===== src/rtl/mips_mem_pkg.sv =====
// Shared types and constants for the MIPS data-memory store path.
// isMisaligned() backs the optional MISALIGN_TRAP_EN alignment check.
package mips_mem_pkg;

  localparam int unsigned HALF_BYTES = 2;
  localparam int unsigned REQ_DATA_W = 32;
  localparam int unsigned MEM_DATA_W = 16;
  localparam int unsigned BE_W       = HALF_BYTES;

  typedef enum logic [1:0] {
    SZ_BYTE = 2'b00,
    SZ_HALF = 2'b01,
    SZ_WORD = 2'b10,
    SZ_RSVD = 2'b11
  } sizeT;

  typedef enum logic [1:0] {
    IDLE  = 2'd0,
    BEAT0 = 2'd1,
    BEAT1 = 2'd2,
    FIN   = 2'd3
  } stateT;

  // One 16-bit memory beat payload
  typedef struct packed {
    logic [MEM_DATA_W-1:0] wdata;
    logic [BE_W-1:0]       be;
  } memBeatT;

  // True when the low address bits do not match the natural alignment of size
  function automatic logic isMisaligned(sizeT size, logic [1:0] addrLo);
    logic mis;
    mis = 1'b0;
    if (size == SZ_HALF && addrLo[0]) mis = 1'b1;
    if (size == SZ_WORD && addrLo != 2'b00) mis = 1'b1;
    return mis;
  endfunction

endpackage


===== src/rtl/store_lane_mux.sv =====
// Combinational lane steering: picks the halfword, byte enables and low
// address bits for one memory beat of a byte, half or word store.
module store_lane_mux
  import mips_mem_pkg::*;
(
  input  logic                  beat,
  input  sizeT                  size,
  input  logic [1:0]            addrLo,
  input  logic [REQ_DATA_W-1:0] data,
  output memBeatT               laneBeat_c,
  output logic [1:0]            laneAddrLo_c
);

  always_comb begin
    laneBeat_c   = '0;
    laneAddrLo_c = '0;
    case (size)
      SZ_BYTE: begin
        // Byte is replicated on both lanes; the enable selects the live one
        laneBeat_c.wdata = {data[7:0], data[7:0]};
        laneBeat_c.be    = addrLo[0] ? 2'b10 : 2'b01;
        laneAddrLo_c     = {addrLo[1], 1'b0};
      end
      SZ_HALF: begin
        laneBeat_c.wdata = data[15:0];
        laneBeat_c.be    = 2'b11;
        laneAddrLo_c     = {addrLo[1], 1'b0};
      end
      SZ_WORD: begin
        laneBeat_c.wdata = beat ? data[31:16] : data[15:0];
        laneBeat_c.be    = 2'b11;
        laneAddrLo_c     = {beat, 1'b0};
      end
      default: begin
        laneBeat_c   = '0;
        laneAddrLo_c = '0;
      end
    endcase
  end

endmodule


===== src/rtl/store_narrower_32to16.sv =====
// Narrows 32-bit store requests onto a 16-bit memory port with byte enables.
// Define MISALIGN_TRAP_EN to reject misaligned half/word stores with err.
module store_narrower_32to16
  import mips_mem_pkg::*;
#(
  parameter int unsigned ADDR_W = 32
) (
  input  logic                  clk,
  input  logic                  rst,
  input  logic                  req_valid,
  output logic                  req_ready,
  input  logic [ADDR_W-1:0]     req_addr,
  input  logic [REQ_DATA_W-1:0] req_data,
  input  logic [1:0]            req_size,
  output logic                  mem_valid,
  input  logic                  mem_ready,
  output logic [ADDR_W-1:0]     mem_addr,
  output logic [MEM_DATA_W-1:0] mem_wdata,
  output logic [BE_W-1:0]       mem_be,
  output logic                  done,
  output logic                  err
);

  stateT                  state, stateNext;
  logic [ADDR_W-1:0]      addrQ, addrNext;
  logic [REQ_DATA_W-1:0]  dataQ, dataNext;
  sizeT                   sizeQ, sizeNext;

  logic                   memValidQ, memValidNext;
  logic [ADDR_W-1:0]      memAddrQ, memAddrNext;
  memBeatT                memBeatQ, memBeatNext;
  logic                   doneQ, doneNext;
  logic                   errQ, errNext;
  logic                   reqReadyQ, reqReadyNext;

  logic                   canAccept;
  sizeT                   muxSize;
  logic [1:0]             muxAddrLo;
  logic [ADDR_W-3:0]      muxAddrHi;
  logic [REQ_DATA_W-1:0]  muxData;
  logic                   muxBeat;
  logic                   rejectReq;
  memBeatT                laneBeat_c;
  logic [1:0]             laneAddrLo_c;

  // Lane mux sees the live request when accepting, else the latched one
  assign canAccept = (state == IDLE) || (state == FIN);
  assign muxSize   = canAccept ? sizeT'(req_size) : sizeQ;
  assign muxAddrLo = canAccept ? req_addr[1:0] : addrQ[1:0];
  assign muxAddrHi = canAccept ? req_addr[ADDR_W-1:2] : addrQ[ADDR_W-1:2];
  assign muxData   = canAccept ? req_data : dataQ;
  assign muxBeat   = (state == BEAT0);

`ifdef MISALIGN_TRAP_EN
  assign rejectReq = (muxSize == SZ_RSVD) || isMisaligned(muxSize, muxAddrLo);
`else
  assign rejectReq = (muxSize == SZ_RSVD);
`endif

  store_lane_mux uLaneMux (
    .beat         (muxBeat),
    .size         (muxSize),
    .addrLo       (muxAddrLo),
    .data         (muxData),
    .laneBeat_c   (laneBeat_c),
    .laneAddrLo_c (laneAddrLo_c)
  );

  // Next-state and next-output logic
  always_comb begin
    stateNext   = state;
    addrNext    = addrQ;
    dataNext    = dataQ;
    sizeNext    = sizeQ;
    errNext     = 1'b0;
    memAddrNext = '0;
    memBeatNext = '0;

    case (state)
      IDLE, FIN: begin
        stateNext = IDLE;
        if (req_valid) begin
          if (rejectReq) begin
            errNext = 1'b1;
          end else begin
            stateNext = BEAT0;
            addrNext  = req_addr;
            dataNext  = req_data;
            sizeNext  = muxSize;
          end
        end
      end
      BEAT0: if (mem_ready) stateNext = (sizeQ == SZ_WORD) ? BEAT1 : FIN;
      BEAT1: if (mem_ready) stateNext = FIN;
      default: stateNext = IDLE;
    endcase

    memValidNext = (stateNext == BEAT0) || (stateNext == BEAT1);
    reqReadyNext = !memValidNext;
    doneNext     = (stateNext == FIN);

    if (memValidNext) begin
      // A stalled beat keeps its payload; otherwise load the upcoming beat
      if (((state == BEAT0) || (state == BEAT1)) && !mem_ready) begin
        memAddrNext = memAddrQ;
        memBeatNext = memBeatQ;
      end else begin
        memAddrNext = {muxAddrHi, laneAddrLo_c};
        memBeatNext = laneBeat_c;
      end
    end
  end

  always_ff @(posedge clk) begin
    if (rst) begin
      state     <= IDLE;
      addrQ     <= '0;
      dataQ     <= '0;
      sizeQ     <= SZ_BYTE;
      memValidQ <= 1'b0;
      memAddrQ  <= '0;
      memBeatQ  <= '0;
      doneQ     <= 1'b0;
      errQ      <= 1'b0;
      reqReadyQ <= 1'b1;
    end else begin
      state     <= stateNext;
      addrQ     <= addrNext;
      dataQ     <= dataNext;
      sizeQ     <= sizeNext;
      memValidQ <= memValidNext;
      memAddrQ  <= memAddrNext;
      memBeatQ  <= memBeatNext;
      doneQ     <= doneNext;
      errQ      <= errNext;
      reqReadyQ <= reqReadyNext;
    end
  end

  assign req_ready = reqReadyQ;
  assign mem_valid = memValidQ;
  assign mem_addr  = memAddrQ;
  assign mem_wdata = memBeatQ.wdata;
  assign mem_be    = memBeatQ.be;
  assign done      = doneQ;
  assign err       = errQ;

endmodule


===== config.mk =====
export PLATFORM = sky130hd
export DESIGN_NAME = store_narrower_32to16
export DESIGN_NICKNAME = d
export VERILOG_FILES = /design/src/rtl/mips_mem_pkg.sv /design/src/rtl/store_lane_mux.sv /design/src/rtl/store_narrower_32to16.sv
export SDC_FILE = /design/constraint.sdc
export NUM_CORES = 1
export LEC_CHECK = 0
export CAP_MARGIN = 20
export CORE_MARGIN = 3
export CORE_UTILIZATION = 49
export CTS_BUF_LIST = sky130_fd_sc_hd__clkbuf_8
export DETAILED_ROUTE_END_ITERATION = 7
export PLACE_DENSITY = 0.77
export SYNTH_ARGS = -nofsm -noshare
export SYNTH_HDL_FRONTEND = slang
export SYNTH_SLANG_ARGS = --single-unit

===== constraint.sdc =====
create_clock -name clk -period 8.7 [get_ports clk]
set_input_delay 1.305 -clock clk [delete_from_list [all_inputs] [get_ports clk]]
set_output_delay 1.305 -clock clk [all_outputs]
set_load 0.03 [all_outputs]

==> results of run 1 <==
==> power by group through the flow <==
stage          registers [mW]  logic [mW]  clock network [mW]
2_1_floorplan           0.645       0.149                   0
3_3_place_gp            0.621       0.262                   0
3_5_place_dp            0.622       0.269                   0
4_1_cts                 0.610       0.271               0.592
5_1_grt                 0.614       0.297               0.621
6_report                0.611       0.273               0.588
==> area by class of cell <==
| cell class | instances | area (um^2) | area share [%] |
|---|---|---|---|
| Clock buffer | 18 | 248 | 3.53 |
| Clock inverter | 14 | 220 | 3.14 |
| Inverter | 7 | 26.3 | 0.374 |
| Multi-Input combinational cell | 473 | 2670 | 38.0 |
| Sequential cell | 121 | 2420 | 34.5 |
| Tap cell | 136 | 170 | 2.43 |
| Timing Repair Buffer | 126 | 1260 | 18.0 |
==> metrics by stage <==
stage | cell area [um^2] | hold WS [ps] | instances | worst slack [ps] | util, %
after floorplan | 5340 | 434 | 648 | 5300 | -
after detailed placement | 6520 | 446 | 862 | 4070 | 62.3
final | 7020 | 454 | 895 | 4270 | 67.1
after global routing | 7020 | 470 | 895 | 3940 | 67.1
after global placement | 6520 | 439 | 862 | 4250 | 62.3
after CTS | 6990 | 456 | 894 | 4050 | 66.8
==> kinds of logic after synthesis <==
| kind of cell | after synthesis | synth area share (%) |
|---|---|---|
| fa+ha+maj | 11 | 2.58 |
| simple gates | 242 | 18.0 |
| other cells | 1 | 0.0702 |
| flops | 121 | 45.3 |
| mux | 69 | 13.2 |
| compound gates | 150 | 15.8 |
| buf+inv | 54 | 5.08 |
==> cell usage in the layout (no fill, tap or decap), drive strengths merged, types with 3 or more instances in the layout <==
master and instances:
a21boi 7, a21oi 106, a221oi 3, a22o 4, buf 6, bufinv 5
clkbuf 18, clkdlybuf4s50 120, clkinv 3, clkinvlp 4, dfxtp 121, ha 11
inv 9, mux2 10, mux2i 59, nand2 151, nand2b 4, nor2 78
nor2b 3, o21ai 15, o221ai 4, o22ai 4
==> state kept, by name, summed over array words and instances, names as in the netlist <==
name and count:
addrQ 32, mem_be 2, err 1, req_ready 1, state 2, mem_addr 31, mem_wdata 16, sizeQ 2
done 1, dataQ 32, mem_valid 1
==> worst min-delay path, delay by kind of cell, from the launching register on <==
family / cells / cell delay [ps]
flops: 1 / 310
simple gates: 1 / 50
compound gates: 1 / 50
==> worst paths after layout <==
check / end / slack, ps / cells after the start
max: mem_wdata[10] / 4270 / 12
min: dataQ[2] / 450 / 2
max reg2reg: mem_wdata[10] / 4270 / 12
min reg2reg: dataQ[2] / 450 / 2
==> routing by layer <==
| layer | wire, um | part of all wire, % | global-route usage, % |
|---|---|---|---|
| met5 | 0 | 0 | 0 |
| met1 | 6230 | 43 | 29.0 |
| met2 | 7190 | 49 | 39.6 |
| met3 | 779 | 5.4 | 6.68 |
| met4 | 333 | 2.3 | 9.11 |
==> reports/metrics.json, run 1 <==
{
  "result_of_the_run": "complete, no violations",
  "grt_setup_unrepaired": "no",
  "route.detailed.wl_per_inst_um": 16.2,
  "max_freq_mhz": 226,
  "count_of_flip_flops_with_a_built_in_enable_after_synthesis": 0,
  "synth_seq_area_share_pct": 45.3,
  "grt_first_pass_wirelength_mm": 24.0,
  "syn_area_per_cell_um2": 8.24,
  "period_needed_ps": 4430,
  "yosysMostFrequentCell": "sky130_fd_sc_hd__nand2_1",
  "clock_root_buffer": "sky130_fd_sc_hd__clkbuf_8",
  "worst_path_dominant_cell_family": "simple AND/OR/NAND/NOR gates",
  "totalPowerFinal_mw": 1.47,
  "final.fill_count": 878,
  "start_util_pct": 51.1,
  "cts_tree": "yes",
  "internal-power_mw": 1.06,
  "max-slew-margin-rel_pct": 25.9,
  "power.net_switching_uw": 416,
  "synthCells": 648,
  "startpoint_type": "flop",
  "fin_skew_ps": 10.5,
  "startpoint_of_the_worst_register_to_register_path": "state[0]",
  "synthTopCellsByArea": "sky130_fd_sc_hd__dfxtp_1 45%, sky130_fd_sc_hd__mux2i_1 11%, sky130_fd_sc_hd__nand2_1 11%",
  "worst_hold_path_type": "flop to flop",
  "yosys_register_bits": 121,
  "crit_path_end_kind": "flop",
  "power.share.sequential_pct": 41.5,
  "hold_path.startpoint": "dataQ[2]",
  "cp_slowest_stage_delay_ps": 650,
  "critical-path-slowest-cell": "sky130_fd_sc_hd__nor3_1",
  "synthFlopType": "sky130_fd_sc_hd__dfxtp_1",
  "timing.critical_path.fanout_max": 63,
  "htree_num_levels": 4,
  "slew_violations": 0,
  "post-synth-top-area-fraction_pct": 45.3,
  "postCtsHoldBufs": 0,
  "drtPass1Iterations": 6,
  "place.gp.congestion": 0.873,
  "type_of_the_setup_path_with_the_least_slack": "flop to flop",
  "floorplan.rows": 37,
  "die_x_um": 110,
  "cts.sink_count": 121,
  "max_cap_viols": 0,
  "globalRouteOverflowTotal": 0,
  "syn_area_um2": 5340,
  "cts-buffers-inserted": 17,
  "power_leakage_nw": 2.76,
  "max_rail_drop_vdd_mv": 0.122,
  "io_buffer_count": 122,
  "count_of_pins_on_the_block_boundary": 124,
  "routed-via-count": 4868,
  "combPwrFrac_pct": 18.6,
  "cp.arrival_ps": 4800,
  "timing.final.hold_violations": 0,
  "grtUsageTotal_pct": 23.7,
  "antenna_cells_inserted": 0,
  "layout-area-overhead-vs-synth_pct": 31.3,
  "setup_violations": 0,
  "first_global_vias": 4948,
  "async_reset_ff_share_pct": 0,
  "wp_buf_inv": 3,
  "path_clk_slew_ps": 70,
  "setup-tns-final_ps": 0,
  "postRouteAntennaNets": 0,
  "design.core.area_um2": 10500,
  "grt_start_max_net_pins": 101,
  "vias_per_cell": 5.44,
  "launching_instance_or_port_of_the_critical_path": "state[0]",
  "fp.dieArea_um2": 12200,
  "worstSkewPairLatency_ps": 440,
  "final.period_utilization_pct": 50.9,
  "worst_slew_pin_slew_ps": 1110,
  "wl_mm": 14.5,
  "yosys_warnings": 0,
  "detail_placement_hpwl_mm": 9.18,
  "count_of_different_cell_masters_after_synthesis": 36,
  "grt_antenna_before_repair": 0,
  "post-synth-top-area-cell": "sky130_fd_sc_hd__dfxtp_1",
  "drc": 0,
  "die_y_um": 110,
  "power.density_cell_area_nw_per_um2": 210,
  "clock_path_buffers": 2,
  "netlist_top_cells_count": "151 x sky130_fd_sc_hd__nand2_1, 121 x sky130_fd_sc_hd__dfxtp_1, 105 x sky130_fd_sc_hd__a21oi_1, 75 x sky130_fd_sc_hd__nor2_1, 59 x sky130_fd_sc_hd__mux2i_1",
  "power.share.clock_pct": 40.0,
  "power.share.switching_pct": 28.3,
  "drive_gt1_share_pct": 7.64,
  "detail_route.iter0.violations": 337,
  "cts-resized-gates": 0,
  "fin_nets": 827,
  "required_ps": 9080,
  "crit_path_cell_trace": "inv_1 > ha_4 > buf_16 > mux2i_1 > inv_1 > ha_1 > or2_2 > o31ai_2 > ha_1 > nand2b_2 > nor3_1 > a22o_1",
  "synthesis.nets": 729,
  "cts_setup_buffers": 0
}
Power figures use the tool's default switching activity.
==> inputs of run 2 (changes only) <==
CORE_UTILIZATION = 47   (was 49)
clock period = 4 ns   (was 8.7 ns; I/O delays follow)
==> reports/metrics.json, run 2 (same netlist as run 1, synthesis figures left out) <==
{
  "design.core.area_um2": 11000,
  "fin_skew_ps": 11.0,
  "max_cap_viols": 0,
  "regArea_um2": 2420,
  "clock_path_buffers": 2,
  "timing.critical_path.fanout_max": 28,
  "power.density_cell_area_nw_per_um2": 434,
  "final.fill_count": 911,
  "place.gp.congestion": 0.854,
  "cts_tree": "yes",
  "power_leakage_nw": 2.74,
  "clock_root_buffer": "sky130_fd_sc_hd__clkbuf_8",
  "drive_gt1_share_pct": 8.01,
  "worst_slew_pin_slew_ps": 826,
  "io_buffer_count": 122,
  "floorplan.rows": 38,
  "grtUsageTotal_pct": 22.3,
  "layout_commonest_cell": "sky130_fd_sc_hd__nand2_1",
  "cts-resized-gates": 0,
  "wp_buf_inv": 2,
  "grt_setup_unrepaired": "no",
  "slew_violations": 0,
  "setup-tns-final_ps": 0,
  "layout-area-overhead-vs-synth_pct": 30.4,
  "cp.arrival_ps": 3940,
  "worstSkewPairLatency_ps": 440,
  "multiInputGateArea_um2": 2670,
  "routed-via-count": 4904,
  "cp_slowest_stage_delay_ps": 550,
  "postCtsHoldBufs": 0,
  "period_needed_ps": 3550,
  "critical-path-slowest-cell": "sky130_fd_sc_hd__nor3_1",
  "power.share.clock_pct": 36.4,
  "fp.dieArea_um2": 12700,
  "postRouteAntennaNets": 0,
  "placedCellCount": 870,
  "count_of_pins_on_the_block_boundary": 124,
  "start_util_pct": 48.6,
  "vias_per_cell": 5.44,
  "max_rail_drop_vdd_mv": 0.245,
  "max-slew-margin-rel_pct": 44.9,
  "worst_hold_path_type": "flop to flop",
  "fin_nets": 830,
  "worst_path_dominant_cell_family": "simple AND/OR/NAND/NOR gates",
  "drtPass1Iterations": 5,
  "crit_path_cell_trace": "inv_1 > ha_4 > mux2i_1 > inv_1 > ha_1 > or2_2 > o31ai_2 > ha_1 > nand2b_2 > nor3_1 > a22o_1",
  "setup_violations": 0,
  "grt_antenna_before_repair": 0,
  "detail_route.iter0.violations": 361,
  "wl_mm": 14.4,
  "final.period_utilization_pct": 88.8,
  "combPwrFrac_pct": 19.7,
  "globalRouteOverflowTotal": 0,
  "grt_first_pass_wirelength_mm": 23.1,
  "htree_num_levels": 4,
  "cts.sink_count": 121,
  "power.net_switching_uw": 923,
  "result_of_the_run": "complete, no violations",
  "timing.final.hold_violations": 0,
  "die_x_um": 113,
  "layout_common_cells": "151 x sky130_fd_sc_hd__nand2_1, 121 x sky130_fd_sc_hd__dfxtp_1, 120 x sky130_fd_sc_hd__clkdlybuf4s50_1",
  "route.detailed.wl_per_inst_um": 16.0,
  "first_global_vias": 4744,
  "drc": 0,
  "max_freq_mhz": 281,
  "crit_path_end_kind": "flop",
  "final-instance-count-excl-fill": 902,
  "required_ps": 4380,
  "type_of_the_setup_path_with_the_least_slack": "flop to flop",
  "antenna_cells_inserted": 0,
  "cts-buffers-inserted": 17,
  "path_clk_slew_ps": 80,
  "cts_setup_buffers": 0,
  "detail_placement_hpwl_mm": 9.65,
  "power.share.switching_pct": 30.5,
  "die_y_um": 113,
  "startpoint_type": "flop",
  "grt_start_max_net_pins": 74,
  "internal-power_mw": 2.10,
  "power.share.sequential_pct": 44.0
}
==> run 2: cell types whose count changed in the layout (fill, tap and decap cells not counted), sizes merged <==
cell      previous run  this run
buf                  6         9
inv                  9        12
clkinvlp             4         3
clkbuf              18        17
bufinv               5         2
clkinv               3         5
==> run 2: per-stage QoR <==
step                      hold WS [ps]  power (mW)  setup slack [ps]  util [%]  cell area, um^2
after floorplan                    434        1.73               713         -             5340
after global routing               474        3.15               150      63.5             6970
final                              454        3.02               446      63.5             6970
after detailed placement           444        1.95               529      59.8             6570
after global placement             440        1.93               661      59.8             6570
after CTS                          456        3.03               457      63.5             6970
==> run 2: power groups by stage <==
stage | Sequential, mW | Clock [mW] | Combinational, mW
3_3_place_gp | 1.35 | 0 | 0.575
6_report | 1.33 | 1.10 | 0.595
3_5_place_dp | 1.35 | 0 | 0.591
4_1_cts | 1.33 | 1.11 | 0.594
2_1_floorplan | 1.40 | 0 | 0.324
5_1_grt | 1.34 | 1.17 | 0.646
==> run 2: worst register-to-register path, cell delays in order, from the launching register on <==
cell	delay [ps]
sky130_fd_sc_hd__dfxtp_1	400
sky130_fd_sc_hd__inv_1	110
sky130_fd_sc_hd__ha_4	520
sky130_fd_sc_hd__mux2i_1	400
sky130_fd_sc_hd__inv_1	160
sky130_fd_sc_hd__ha_1	280
sky130_fd_sc_hd__or2_2	340
sky130_fd_sc_hd__o31ai_2	70
sky130_fd_sc_hd__ha_1	180
sky130_fd_sc_hd__nand2b_2	280
sky130_fd_sc_hd__nor3_1	550
sky130_fd_sc_hd__a22o_1	210
==> run 2: area by class of cell <==
type | instances | area share [%]
sequential | 121 | 34.8
inverter | 7 | 0.377
tap | 140 | 2.51
clock buffer | 17 | 3.36
clock inverter | 15 | 2.39
timing repair buffer | 129 | 18.3
multi-input combinational | 473 | 38.3
==> run 2: routing by layer <==
| metal | up-vias | GRT usage (%) | wire length (um) |
|---|---|---|---|
| met5 | - | 0 | 0 |
| met3 | 37 | 6.36 | 1080 |
| met2 | 195 | 35.9 | 6790 |
| met1 | 2303 | 28.0 | 6130 |
| met4 | 0 | 9.62 | 394 |
| li1 | 2369 | - | - |
==> run 2: path summary, 6_finish.rpt <==
check                                     end     start  slack (ps)  cells past startpoint
worst max-delay path            mem_wdata[14]  state[0]         450                     11
worst min-delay path                 dataQ[2]  dataQ[2]         450                      2
worst max register to register  mem_wdata[14]  state[0]         450                     11
worst min register to register       dataQ[2]  dataQ[2]         450                      2
==> inputs of run 3 (changes only) <==
CORE_UTILIZATION = 49   (was 47)
GPL_TIMING_DRIVEN = 0   (was not set)
SLEW_MARGIN = 20   (was not set)
clock period = 4.1 ns   (was 4 ns; I/O delays follow)
==> reports/metrics.json, run 3 (same netlist as run 1, synthesis figures left out) <==
{
  "max_rail_drop_vdd_mv": 0.262,
  "detail_placement_hpwl_mm": 10.8,
  "power.share.switching_pct": 29.0,
  "final.period_utilization_pct": 96.0,
  "timing.final.hold_violations": 0,
  "floorplan.rows": 37,
  "cts_setup_buffers": 0,
  "cp.arrival_ps": 4310,
  "path_clk_slew_ps": 80,
  "period_needed_ps": 3940,
  "power.net_switching_uw": 895,
  "result_of_the_run": "complete, no violations",
  "antenna_cells_inserted": 0,
  "cts.sink_count": 121,
  "cts_tree": "yes",
  "slew_violations": 0,
  "die_x_um": 110,
  "combPwrFrac_pct": 19.7,
  "wl_mm": 15.1,
  "internal-power_mw": 2.19,
  "grt_start_max_net_pins": 17,
  "design.core.area_um2": 10500,
  "power.density_cell_area_nw_per_um2": 431,
  "grt_first_pass_wirelength_mm": 24.7,
  "hold-worst-slack_ps": 455,
  "clock_root_buffer": "sky130_fd_sc_hd__clkbuf_8",
  "grtUsageTotal_pct": 24.4,
  "worst_slew_pin_slew_ps": 640,
  "power.share.clock_pct": 38.4,
  "fin_nets": 868,
  "layout-area-overhead-vs-synth_pct": 34.1,
  "type_of_the_setup_path_with_the_least_slack": "flop to flop",
  "max-slew-margin-rel_pct": 57.0,
  "max_cap_viols": 0,
  "fin_skew_ps": 10.4,
  "power_leakage_nw": 2.85,
  "fin_ws_ps": 162,
  "r2r_setup_slack_ps": 160,
  "first_global_vias": 5111,
  "io_buffer_count": 120,
  "startpoint_type": "flop",
  "drtPass1Iterations": 7,
  "required_ps": 4480,
  "power.share.sequential_pct": 42.0,
  "final.fill_count": 884,
  "crit_path_end_kind": "flop",
  "vias_per_cell": 5.39,
  "layout_common_cells": "151 x sky130_fd_sc_hd__nand2_1, 121 x sky130_fd_sc_hd__dfxtp_1, 120 x sky130_fd_sc_hd__clkdlybuf4s50_1",
  "die_y_um": 110,
  "drive_gt1_share_pct": 10.3,
  "timing.critical_path.fanout_max": 10,
  "grt_antenna_before_repair": 0,
  "htree_num_levels": 4,
  "max_freq_mhz": 254,
  "clock_path_buffers": 2,
  "worst_setup_slack_after_placement_ps": 104,
  "start_util_pct": 51.1,
  "fp.dieArea_um2": 12200,
  "grt_setup_unrepaired": "yes",
  "postRouteAntennaNets": 0,
  "setup_violations": 0,
  "detail_route.iter0.violations": 312,
  "worst_hold_path_type": "flop to flop",
  "layout_commonest_cell": "sky130_fd_sc_hd__nand2_1",
  "cts-buffers-inserted": 17,
  "route.detailed.wl_per_inst_um": 16.1,
  "place.gp.congestion": 0.892,
  "drc": 0,
  "worstSkewPairLatency_ps": 430,
  "routed-via-count": 5047,
  "postCtsHoldBufs": 0,
  "count_of_pins_on_the_block_boundary": 124,
  "globalRouteOverflowTotal": 0
}
run 3: cell count changes in the layout (fill, tap and decap cells not counted), moves of 2 or more:
cell | previous run | this run
sky130_fd_sc_hd__bufinv_16 | 2 | 4
sky130_fd_sc_hd__buf_6 | 0 | 3
sky130_fd_sc_hd__clkbuf_1 | 0 | 13
sky130_fd_sc_hd__inv_6 | 5 | 2
sky130_fd_sc_hd__clkbuf_2 | 0 | 3
sky130_fd_sc_hd__buf_2 | 2 | 22
run 3: metrics by stage:
stage	utilization (%)	total power, mW	std cells	setup TNS (ps)	area (um^2)
2_1_floorplan	-	1.68	648	0	5340
3_5_place_dp	64.2	1.92	904	0	6710
6_report	68.5	3.09	936	0	7170
5_1_grt	68.5	3.21	936	-434	7170
3_3_place_gp	64.2	1.90	904	0	6710
4_1_cts	68.4	3.09	936	0	7160
run 3: cell type report:
class	count	area [um^2]	area share (%)
repair buffers	120	1200	16.8
inverters	7	26.3	0.367
clock buffers	18	248	3.46
flip-flops and latches	121	2420	33.8
clock inverters	14	198	2.76
well taps	136	170	2.37
plain buffers	47	249	3.47
multi-input cells	473	2650	37.0
run 3: final timing paths:
path              startpoint            to  cells past startpoint
setup reg to reg    state[0]  mem_wdata[8]                     16
hold / removal     dataQ[10]     dataQ[10]                      2
setup / recovery    state[0]  mem_wdata[8]                     16
hold reg to reg    dataQ[10]     dataQ[10]                      2
run 3: power groups by stage:
stage	Clock, mW	Sequential (mW)	Combinational (mW)
2_1_floorplan	0	1.37	0.316
3_3_place_gp	0	1.32	0.584
3_5_place_dp	0	1.32	0.598
4_1_cts	1.19	1.30	0.603
5_1_grt	1.25	1.30	0.659
6_report	1.19	1.30	0.607
run 3: per-layer routing:
metal / share of wire [%] / global-route usage [%] / up-vias
li1: - / - / 2450
met1: 44 / 30.9 / 2381
met2: 48 / 40.3 / 189
met3: 6.5 / 6.14 / 27
met4: 2.0 / 8.78 / 0
met5: 0 / 0 / -
run 3: critical path: stages (launching register included):
cell and delay, ps:
sky130_fd_sc_hd__dfxtp_1 390, sky130_fd_sc_hd__inv_1 100, sky130_fd_sc_hd__ha_1 310, sky130_fd_sc_hd__buf_6 160
sky130_fd_sc_hd__buf_6 190, sky130_fd_sc_hd__buf_4 210, sky130_fd_sc_hd__mux2i_2 370, sky130_fd_sc_hd__inv_1 140
sky130_fd_sc_hd__ha_1 280, sky130_fd_sc_hd__or2_1 250, sky130_fd_sc_hd__buf_2 200, sky130_fd_sc_hd__o31ai_2 90
sky130_fd_sc_hd__ha_1 170, sky130_fd_sc_hd__nand2b_1 50, sky130_fd_sc_hd__buf_2 200, sky130_fd_sc_hd__nor3_1 560
sky130_fd_sc_hd__a22o_1 220
run 3: timing repair:
item,in CTS,in global routing
endpoints found under the setup margin,0,48
endpoints found under the hold margin,0,0
gates resized for setup,0,8
